## src/rtl/alu_share_arbiter.sv

```systemverilog
// Round-robin arbiter that time-shares one combinational ALU between NUM_REQ
// requesters. Operands are registered before the ALU and the result after it,
// giving a fixed IDLE -> EXEC -> RESP sequence per operation.
module alu_share_arbiter #(
    parameter int NUM_REQ = 2,
    parameter int DATA_W  = 32,
    parameter int ID_W    = 1,
    parameter int MAX_OP  = 12
) (
    input  logic                      clk,
    input  logic                      rst_n,
    input  logic [NUM_REQ-1:0]        req_valid,
    output logic [NUM_REQ-1:0]        req_ready,
    input  logic [NUM_REQ*DATA_W-1:0] req_a,
    input  logic [NUM_REQ*DATA_W-1:0] req_b,
    input  logic [NUM_REQ*5-1:0]      req_shamt,
    input  logic [NUM_REQ*4-1:0]      req_ctrl,
    output logic [DATA_W-1:0]         alu_in1,
    output logic [DATA_W-1:0]         alu_in2,
    output logic [4:0]                alu_shamt,
    output logic [3:0]                alu_ctrl,
    input  logic [DATA_W-1:0]         alu_out,
    input  logic                      alu_zero,
    output logic                      rsp_valid,
    input  logic                      rsp_ready,
    output logic [ID_W-1:0]           rsp_id,
    output logic [DATA_W-1:0]         rsp_result,
    output logic                      rsp_zero,
    output logic                      rsp_err,
    output logic                      busy
);

    typedef enum logic [1:0] {
        IDLE = 2'd0,
        EXEC = 2'd1,
        RESP = 2'd2
    } state_t;

    localparam logic [3:0] MAX_CTRL = 4'(MAX_OP);

    state_t             state_q;
    state_t             state_d;
    logic [ID_W-1:0]    last_g;
    logic [ID_W-1:0]    op_id;
    logic [ID_W-1:0]    gnt;
    logic [NUM_REQ-1:0] rot;
    logic               found;
    logic               take;
    int unsigned        pos;
    int unsigned        win;
    logic [DATA_W-1:0]  sel_a;
    logic [DATA_W-1:0]  sel_b;
    logic [4:0]         sel_shamt;
    logic [3:0]         sel_ctrl;

    // Round-robin pick: rotate the doubled valid vector so requester last_g+1
    // sits at bit 0, take the lowest set bit, then map back to an index.
    always_comb begin
        rot   = NUM_REQ'({req_valid, req_valid} >> (32'(last_g) + 32'd1));
        found = 1'b0;
        pos   = 0;
        for (int unsigned j = 0; j < NUM_REQ; j++) begin
            if (!found && rot[j]) begin
                found = 1'b1;
                pos   = j;
            end
        end
        win = 32'(last_g) + 32'd1 + pos;
        if (win >= NUM_REQ) win = win - NUM_REQ;
        gnt       = ID_W'(win);
        sel_a     = '0;
        sel_b     = '0;
        sel_shamt = '0;
        sel_ctrl  = '0;
        for (int unsigned k = 0; k < NUM_REQ; k++) begin
            if (win == k) begin
                sel_a     = req_a[k*DATA_W +: DATA_W];
                sel_b     = req_b[k*DATA_W +: DATA_W];
                sel_shamt = req_shamt[k*5 +: 5];
                sel_ctrl  = req_ctrl[k*4 +: 4];
            end
        end
    end

    // State register.
    always_ff @(posedge clk or negedge rst_n) begin
        if (!rst_n) state_q <= IDLE;
        else        state_q <= state_d;
    end

    // Next state and grant. req_ready is also gated by rst_n so that every
    // output reads zero while reset is held, even with requests pending.
    always_comb begin
        state_d   = state_q;
        req_ready = '0;
        take      = 1'b0;
        case (state_q)
            IDLE: begin
                if (found && rst_n) begin
                    take    = 1'b1;
                    state_d = EXEC;
                    for (int unsigned k = 0; k < NUM_REQ; k++) begin
                        req_ready[k] = (win == k);
                    end
                end
            end
            EXEC:    state_d = RESP;
            RESP:    if (rsp_ready) state_d = IDLE;
            default: state_d = IDLE;
        endcase
    end

    assign busy      = (state_q != IDLE);
    assign rsp_valid = (state_q == RESP);

    // Operand capture on transfer, result capture at the end of EXEC.
    always_ff @(posedge clk or negedge rst_n) begin
        if (!rst_n) begin
            alu_in1    <= '0;
            alu_in2    <= '0;
            alu_shamt  <= '0;
            alu_ctrl   <= '0;
            op_id      <= '0;
            last_g     <= ID_W'(NUM_REQ - 1);
            rsp_id     <= '0;
            rsp_result <= '0;
            rsp_zero   <= 1'b0;
            rsp_err    <= 1'b0;
        end else begin
            if (take) begin
                alu_in1   <= sel_a;
                alu_in2   <= sel_b;
                alu_shamt <= sel_shamt;
                alu_ctrl  <= sel_ctrl;
                op_id     <= gnt;
                last_g    <= gnt;
            end
            if (state_q == EXEC) begin
                rsp_id <= op_id;
                if (alu_ctrl > MAX_CTRL) begin
                    rsp_result <= '0;
                    rsp_zero   <= 1'b1;
                    rsp_err    <= 1'b1;
                end else begin
                    rsp_result <= alu_out;
                    rsp_zero   <= alu_zero;
                    rsp_err    <= 1'b0;
                end
            end
        end
    end

endmodule

```

## config.mk

```make
export PLATFORM = sky130hd
export DESIGN_NAME = alu_share_arbiter
export DESIGN_NICKNAME = d
export VERILOG_FILES = /design/src/rtl/alu_share_arbiter.sv
export SDC_FILE = /design/constraint.sdc
export NUM_CORES = 1
export LEC_CHECK = 0
export BUFFER_PORTS_ARGS = -buffer_cell sky130_fd_sc_hd__buf_2
export CAP_MARGIN = 20
export CORE_AREA = 2 2 115 117
export DETAILED_ROUTE_END_ITERATION = 8
export DIE_AREA = 0 0 117 119
export GPL_ROUTABILITY_DRIVEN = 0
export PLACE_DENSITY = 0.72
export SYNTH_ARGS = -nofsm -noshare
export SYNTH_HDL_FRONTEND = slang
export SYNTH_SLANG_ARGS = --single-unit
```

## constraint.sdc

```tcl
create_clock -name clk -period 3.5 [get_ports clk]
set_input_delay 1.05 -clock clk [delete_from_list [all_inputs] [get_ports clk]]
set_output_delay 1.05 -clock clk [all_outputs]
set_load 0.005 [all_outputs]
```

==> results of run 1 <==
[placed cells by master (no fill, tap or decap), types with 2 or more instances in the layout]
master     synthesis  final
buf_2              9    294
dfrtp_1          111    111
nand2_1           77     77
nor3_1            73     73
a221o_1           73     73
a22o_1            32     32
buf_4              0     11
clkbuf_16          0      9
clkinv_4           0      4
inv_1              3      3
nor2_1             3      3
nand2b_1           2      2
or2_2              2      2
a21o_1             2      2
clkinv_8           0      2
[registers in the layout, indices dropped and copies added (netlist names), 2 cells and up]
| signal | flops |
|---|---|
| state_q | 2 |
| alu_in2 | 32 |
| alu_shamt | 5 |
| alu_ctrl | 4 |
| alu_in1 | 32 |
| rsp_result | 32 |
[routing by layer]
layer,vias up,global-route usage (%),routed length (um)
met5,-,0,0
met4,0,7.50,368
met3,27,3.31,1140
met2,239,34.1,7110
met1,2270,25.6,6070
li1,2184,-,-
[logic make-up after synthesis]
group | synth area share [%]
flops | 57.4
compound gates | 21.6
buf+inv | 5.99
simple gates | 15.1
[worst register-to-register path, stage by stage, from the launching register on]
cell,delay (ps)
dfrtp_1,460
nor3b_2,310
and3_2,240
buf_4,600
a221o_1,380
[final cells by class]
class | instances | area [sq um]
multi-input combinational | 274 | 1810
timing repair buffer | 305 | 1550
tap | 176 | 220
sequential | 112 | 2800
fill | 1178 | 6170
clock buffer | 9 | 225
inverter | 3 | 11.3
clock inverter | 7 | 78.8
[power by group through the flow]
stage / logic, uW / clock network, uW / registers, uW
3_5_place_dp: 1850 / 0 / 2260
6_report: 1820 / 1010 / 2260
3_3_place_gp: 1810 / 0 / 2250
2_1_floorplan: 889 / 0 / 2280
5_1_grt: 2000 / 1090 / 2330
4_1_cts: 1850 / 1030 / 2260
[worst max-delay path by stage]
| stage | start | to | depth (start not counted) |
|---|---|---|---|
| floorplan | rst_n | req_ready[0] | 4 |
| global placement | rst_n | req_ready[0] | 4 |
| detailed placement | rst_n | req_ready[0] | 4 |
| CTS | rst_n | req_ready[0] | 4 |
| global route | rst_n | req_ready[0] | 4 |
| finish | rst_n | req_ready[0] | 4 |
[metrics by stage]
stage                     setup WS, ps  power, uW  instances  hold slack (ps)  cell area (sq um)
after floorplan                    546       3160        437              439               4890
after global placement             519       4060        870              452               6400
after detailed placement           485       4110        870              455               6400
after CTS                          476       5130        886              474               6710
after global routing               453       5420        886              500               6710
final                              483       5090        886              470               6710
==> flow_summary.ini, run 1 <==
[synth]
synth.area.top_cells = dfrtp_1, a221o_1, nor3_1, nand2_1, a22o_1
ys_ff_latch = 112
yosys-top-cells-count = dfrtp_1, nand2_1, a221o_1, nor3_1, a22o_1
yosysMostFrequentCell = dfrtp_1
ys_seq_area_share_pct = 57.4
synthArstFlopShare_pct = 100
ys.warnings.count = 0
synth.largest_area_cell = dfrtp_1
synth_edf_count = 0
syn_avg_cell_area_sq_um = 11.2
syn_nets = 621
syn-instance-count = 437
synth_top_cell_area_share_pct = 56.8
synth-main-ff-cell = dfrtp_1
ys_types = 24
syn_area_sq_mm = 0.00489

[worst_setup_path]
required_ps = 2450
timing.reg2reg.setup_slack_ps = 1440
critPathSlowestCell = or3b_2
critPathKind = in2out
cp_num_buf_inv = 2
cp_max_fo = 4
cpPeakStageDelay_ps = 460
reg2reg_depth = 4
cp_top_family = simple AND/OR/NAND/NOR gates
r2r_end = alu_in1[16]$_DFFE_PN0P_
end_kind = primary output
cp.arrival_ps = 1970
startpoint_type = input port
path_cells = buf_4 -> or3b_2 -> nor3b_1 -> buf_2
reg2reg_from = state_q[1]$_DFFE_PN0P_

[global_routing]
overflow = 0
grt_max_degree = 76
grt_pass1_wl_mm = 22.3
grt_usage_pct = 20.1
grt_pass1_vias = 4516
grt_antenna_before_repair = 0

[placed_design]
dp_hpwl_mm = 10.3
io_buffers = 295

[sta]
setup_viol = 0
hold_viol_final = 0
fin_crit_ps = 3020
slew_viol_final = 0
rsz0062_at_grt = no
finClkSkew_ps = 10.5
min_period_over_period_pct = 86.2
fmax_mhz = 331
timing.slew.headroom_pct = 44.6
worst_pin_slew_ps = 830
fin_tns_setup_ps = 0

[cts]
cts_buffer_depth = 2
clock-root-buffer = clkbuf_16
cts.clk_slew.worst_paths_ps = 70
cts.sink_count = 112
cts_buffers = 9
postCtsSetupRepairBufs = 0
cts_tree = built
cts.repair.resized = 0
ctsHoldBuffers = 0
clk_latency_ps = 340
htree_levels = 3

[final_layout]
fin_nets = 889
drive_above_1_share_pct = 46.5
syn2layout_area_growth_pct = 37.2
diodes = 0
post-route-util_pct = 52.1

[pwr]
switching_share_pct = 33.7
p_per_area_mw_per_mm2 = 758
p_leak_uw = 0.00348
clkPwrFrac_pct = 19.8
internal_power_uw = 3370
p_switching_uw = 1710
seq_power_share_pct = 44.4
power_frac_comb_pct = 35.7
ir_drop_uv = 240

[die]
io_pins = 296
coreArea_sq_mm = 0.0129
fp-row-count = 42
die-area_sq_mm = 0.0139
die_w_um = 117
dieHeight_um = 119
start_util_pct = 38.0

[detailed_routing]
drt_iter0_drc = 280
totalWireLength_mm = 14.7
wire_per_inst_um = 16.6
antenna_left = 0
vias_per_cell = 5.33
first_pass_iters = 6
route.detailed.drc = 0
via_count = 4720

[job]
max-cap-violations = 0

[run_status]
outcome = complete, no violations

[worst_hold_path]
worstHoldPathType = reg2reg
min_from = op_id$_DFFE_PN0P_
min_to = rsp_id$_DFFE_PN0N_
hold_depth = 2
Power figures use the tool's default switching activity.
==> run 2, diff against run 1 <==
--- a/config.mk
+++ b/config.mk
@@ -7,11 +7,13 @@
 export LEC_CHECK = 0
 export BUFFER_PORTS_ARGS = -buffer_cell sky130_fd_sc_hd__buf_2
 export CAP_MARGIN = 20
-export CORE_AREA = 2 2 115 117
+export CORE_AREA = 2 2 113 115
 export DETAILED_ROUTE_END_ITERATION = 8
-export DIE_AREA = 0 0 117 119
+export DIE_AREA = 0 0 115 117
 export GPL_ROUTABILITY_DRIVEN = 0
-export PLACE_DENSITY = 0.72
+export GPL_TIMING_DRIVEN = 0
+export PLACE_DENSITY = 0.74
+export RECOVER_POWER = 50
 export SYNTH_ARGS = -nofsm -noshare
 export SYNTH_HDL_FRONTEND = slang
 export SYNTH_SLANG_ARGS = --single-unit
==> constraint.sdc (replaced) <==
create_clock -name clk -period 2.95 [get_ports clk]
set_input_delay 0.885 -clock clk [delete_from_list [all_inputs] [get_ports clk]]
set_output_delay 0.885 -clock clk [all_outputs]
set_load 0.005 [all_outputs]
==> run 2 against run 1 <==
First-iteration DRC count stayed put. Via count increased by 2.5%. Critical path depth increased by 2. Non-clock buffer count grew 43. Design area grew 2.7%. Setup slack worse by 410 ps. Hold slack worse by 120 ps. Die area decreased by 3.4%. Register-to-register slack worse by 480 ps. The flow now finishes with violations (capacitance limit, slew limit). Sequential cell count unchanged.
==> flow_summary.ini, run 2 (synthesis gave the netlist of run 1 again) <==
[placed_design]
io_buffers = 295
dp_hpwl_mm = 11.9
dp.cells = 883

[sta]
setup_viol = 0
rsz0062_at_grt = no
fin_crit_ps = 2870
min_period_over_period_pct = 97.4
fmax_mhz = 348
slew_viol_final = 60
finClkSkew_ps = 7.02
fin_tns_setup_ps = 0
hold_viol_final = 0
worst_pin_slew_ps = 1640
timing.slew.headroom_pct = -9.44

[die]
dieHeight_um = 117
die-area_sq_mm = 0.0135
fp-row-count = 41
io_pins = 296
start_util_pct = 39.7
coreArea_sq_mm = 0.0123
die_w_um = 115

[worst_setup_path]
reg2reg_from = state_q[1]$_DFFE_PN0P_
r2r_end = rsp_result[11]$_DFFE_PN0N_
cpPeakStageDelay_ps = 390
critPathLaunch = rst_n
cp_max_fo = 15
cp.arrival_ps = 1990
crit_path_frequent_cell = buf_16
critPathKind = in2out
required_ps = 2070
critPathSlowestCell = or3b_4
timing.reg2reg.setup_slack_ps = 960
startpoint_type = input port
path_cells = buf_16 -> buf_16 -> or3b_4 -> buf_6 -> nor3b_1 -> buf_2
end_kind = primary output
endpoint = req_ready[0]
reg2reg_depth = 5

[global_routing]
grt_max_degree = 30
grt_use_met1_pct = 28.5
overflow = 0
grt.busiest_layer = met2
grt_pass1_vias = 4708
grt_antenna_before_repair = 0
met2_usage_pct = 40.4
grt_pass1_wl_mm = 23.9
globalRouteMet3Util_pct = 3.60
grt_usage_pct = 22.8

[final_layout]
final_cell_mix = buf_2, dfrtp_1, nand2_1, nor3_1, a221o_1
multiInputGateArea_sq_mm = 0.00179
instances_no_fill = 903
drive_above_1_share_pct = 42.2
regArea_sq_mm = 0.00280
diodes = 0
fin_nets = 932
final_common_cell = buf_2
reg_top3 = alu_in1 x32, alu_in2 x32, rsp_result x32
syn2layout_area_growth_pct = 40.8
fillers = 1123

[cts]
htree_levels = 3
clk_latency_ps = 340
cts.clk_slew.worst_paths_ps = 70
cts_buffer_depth = 2
cts.sink_count = 112
clock-root-buffer = clkbuf_16
cts_buffers = 9
ctsHoldBuffers = 0
cts_tree = built

[pwr]
p_leak_uw = 0.00352
ir_drop_uv = 300
p_per_area_mw_per_mm2 = 891

[detailed_routing]
vias_per_cell = 5.36
via_count = 4840
drt_iter0_drc = 280
totalWireLength_mm = 16.3
antenna_left = 0
route.detailed.drc = 0
first_pass_iters = 5
wire_per_inst_um = 18.0

[run_status]
outcome = finished with violations
violations = capacitance limit, slew limit

[worst_hold_path]
worstHoldPathType = in2async

[job]
max-cap-violations = 2
-- run 2: per-stage QoR --
stage | area (sq um) | setup slack (ps) | hold WS (ps) | util (%) | total power [uW]
finish | 6880 | 77.0 | 348 | 55.9 | 6130
global route | 6880 | 8.24 | 335 | 55.9 | 6510
CTS | 7040 | 22.6 | 341 | 57.2 | 6240
detailed placement | 6580 | -898 | 470 | 53.5 | 4970
global placement | 6550 | -1900 | 458 | 53.2 | 4900
floorplan | 4890 | 326 | 439 | - | 3750
-- run 2: cell type report --
class,instances,area share (%)
flip-flops and latches,112,40.7
plain buffers,45,3.85
repair buffers,303,22.3
inverters,3,0.164
multi-input cells,274,26.0
clock inverters,7,1.00
clock buffers,9,3.27
well taps,150,2.73
-- run 2: repair_timing --
item / 4_1_cts / 5_1_grt
resized for setup: 6 / 1
gates cloned: 4 / 0
endpoints found under the setup margin: 27 / 2
buffers inserted: 3 / 0
-- run 2: worst max-delay path, delay by kind of cell --
kind | cells | cell delay [ps]
buffers and inverters | 4 | 550
AND/OR/NAND/NOR | 2 | 550
-- run 2: worst min path at each step --
| stage | startpoint | cells after the start | to |
|---|---|---|---|
| after floorplan | op_id$_DFFE_PN0P_ | 2 | rsp_id$_DFFE_PN0N_ |
| after global placement | op_id$_DFFE_PN0P_ | 2 | rsp_id$_DFFE_PN0N_ |
| after detailed placement | rsp_id$_DFFE_PN0N_ | 2 | rsp_id$_DFFE_PN0N_ |
| after CTS | rst_n | 1 | alu_in1[13]$_DFFE_PN0P_ |
| after global routing | rst_n | 1 | alu_in1[13]$_DFFE_PN0P_ |
| final | rst_n | 1 | alu_in1[13]$_DFFE_PN0P_ |
-- run 2: power breakdown --
part,internal (uW),total [uW],switching [uW]
Clock,604,1220,614
Sequential,2240,2680,442
Combinational,1190,2230,1040
-- run 2: per-layer routing --
metal  vias to the layer above  wire, um  share of wire, %
met5                         -         0                 0
met4                         0       267               1.6
met3                        18      1090               6.7
met2                       201      8150                50
met1                      2351      6780                42
li1                       2270         -                 -
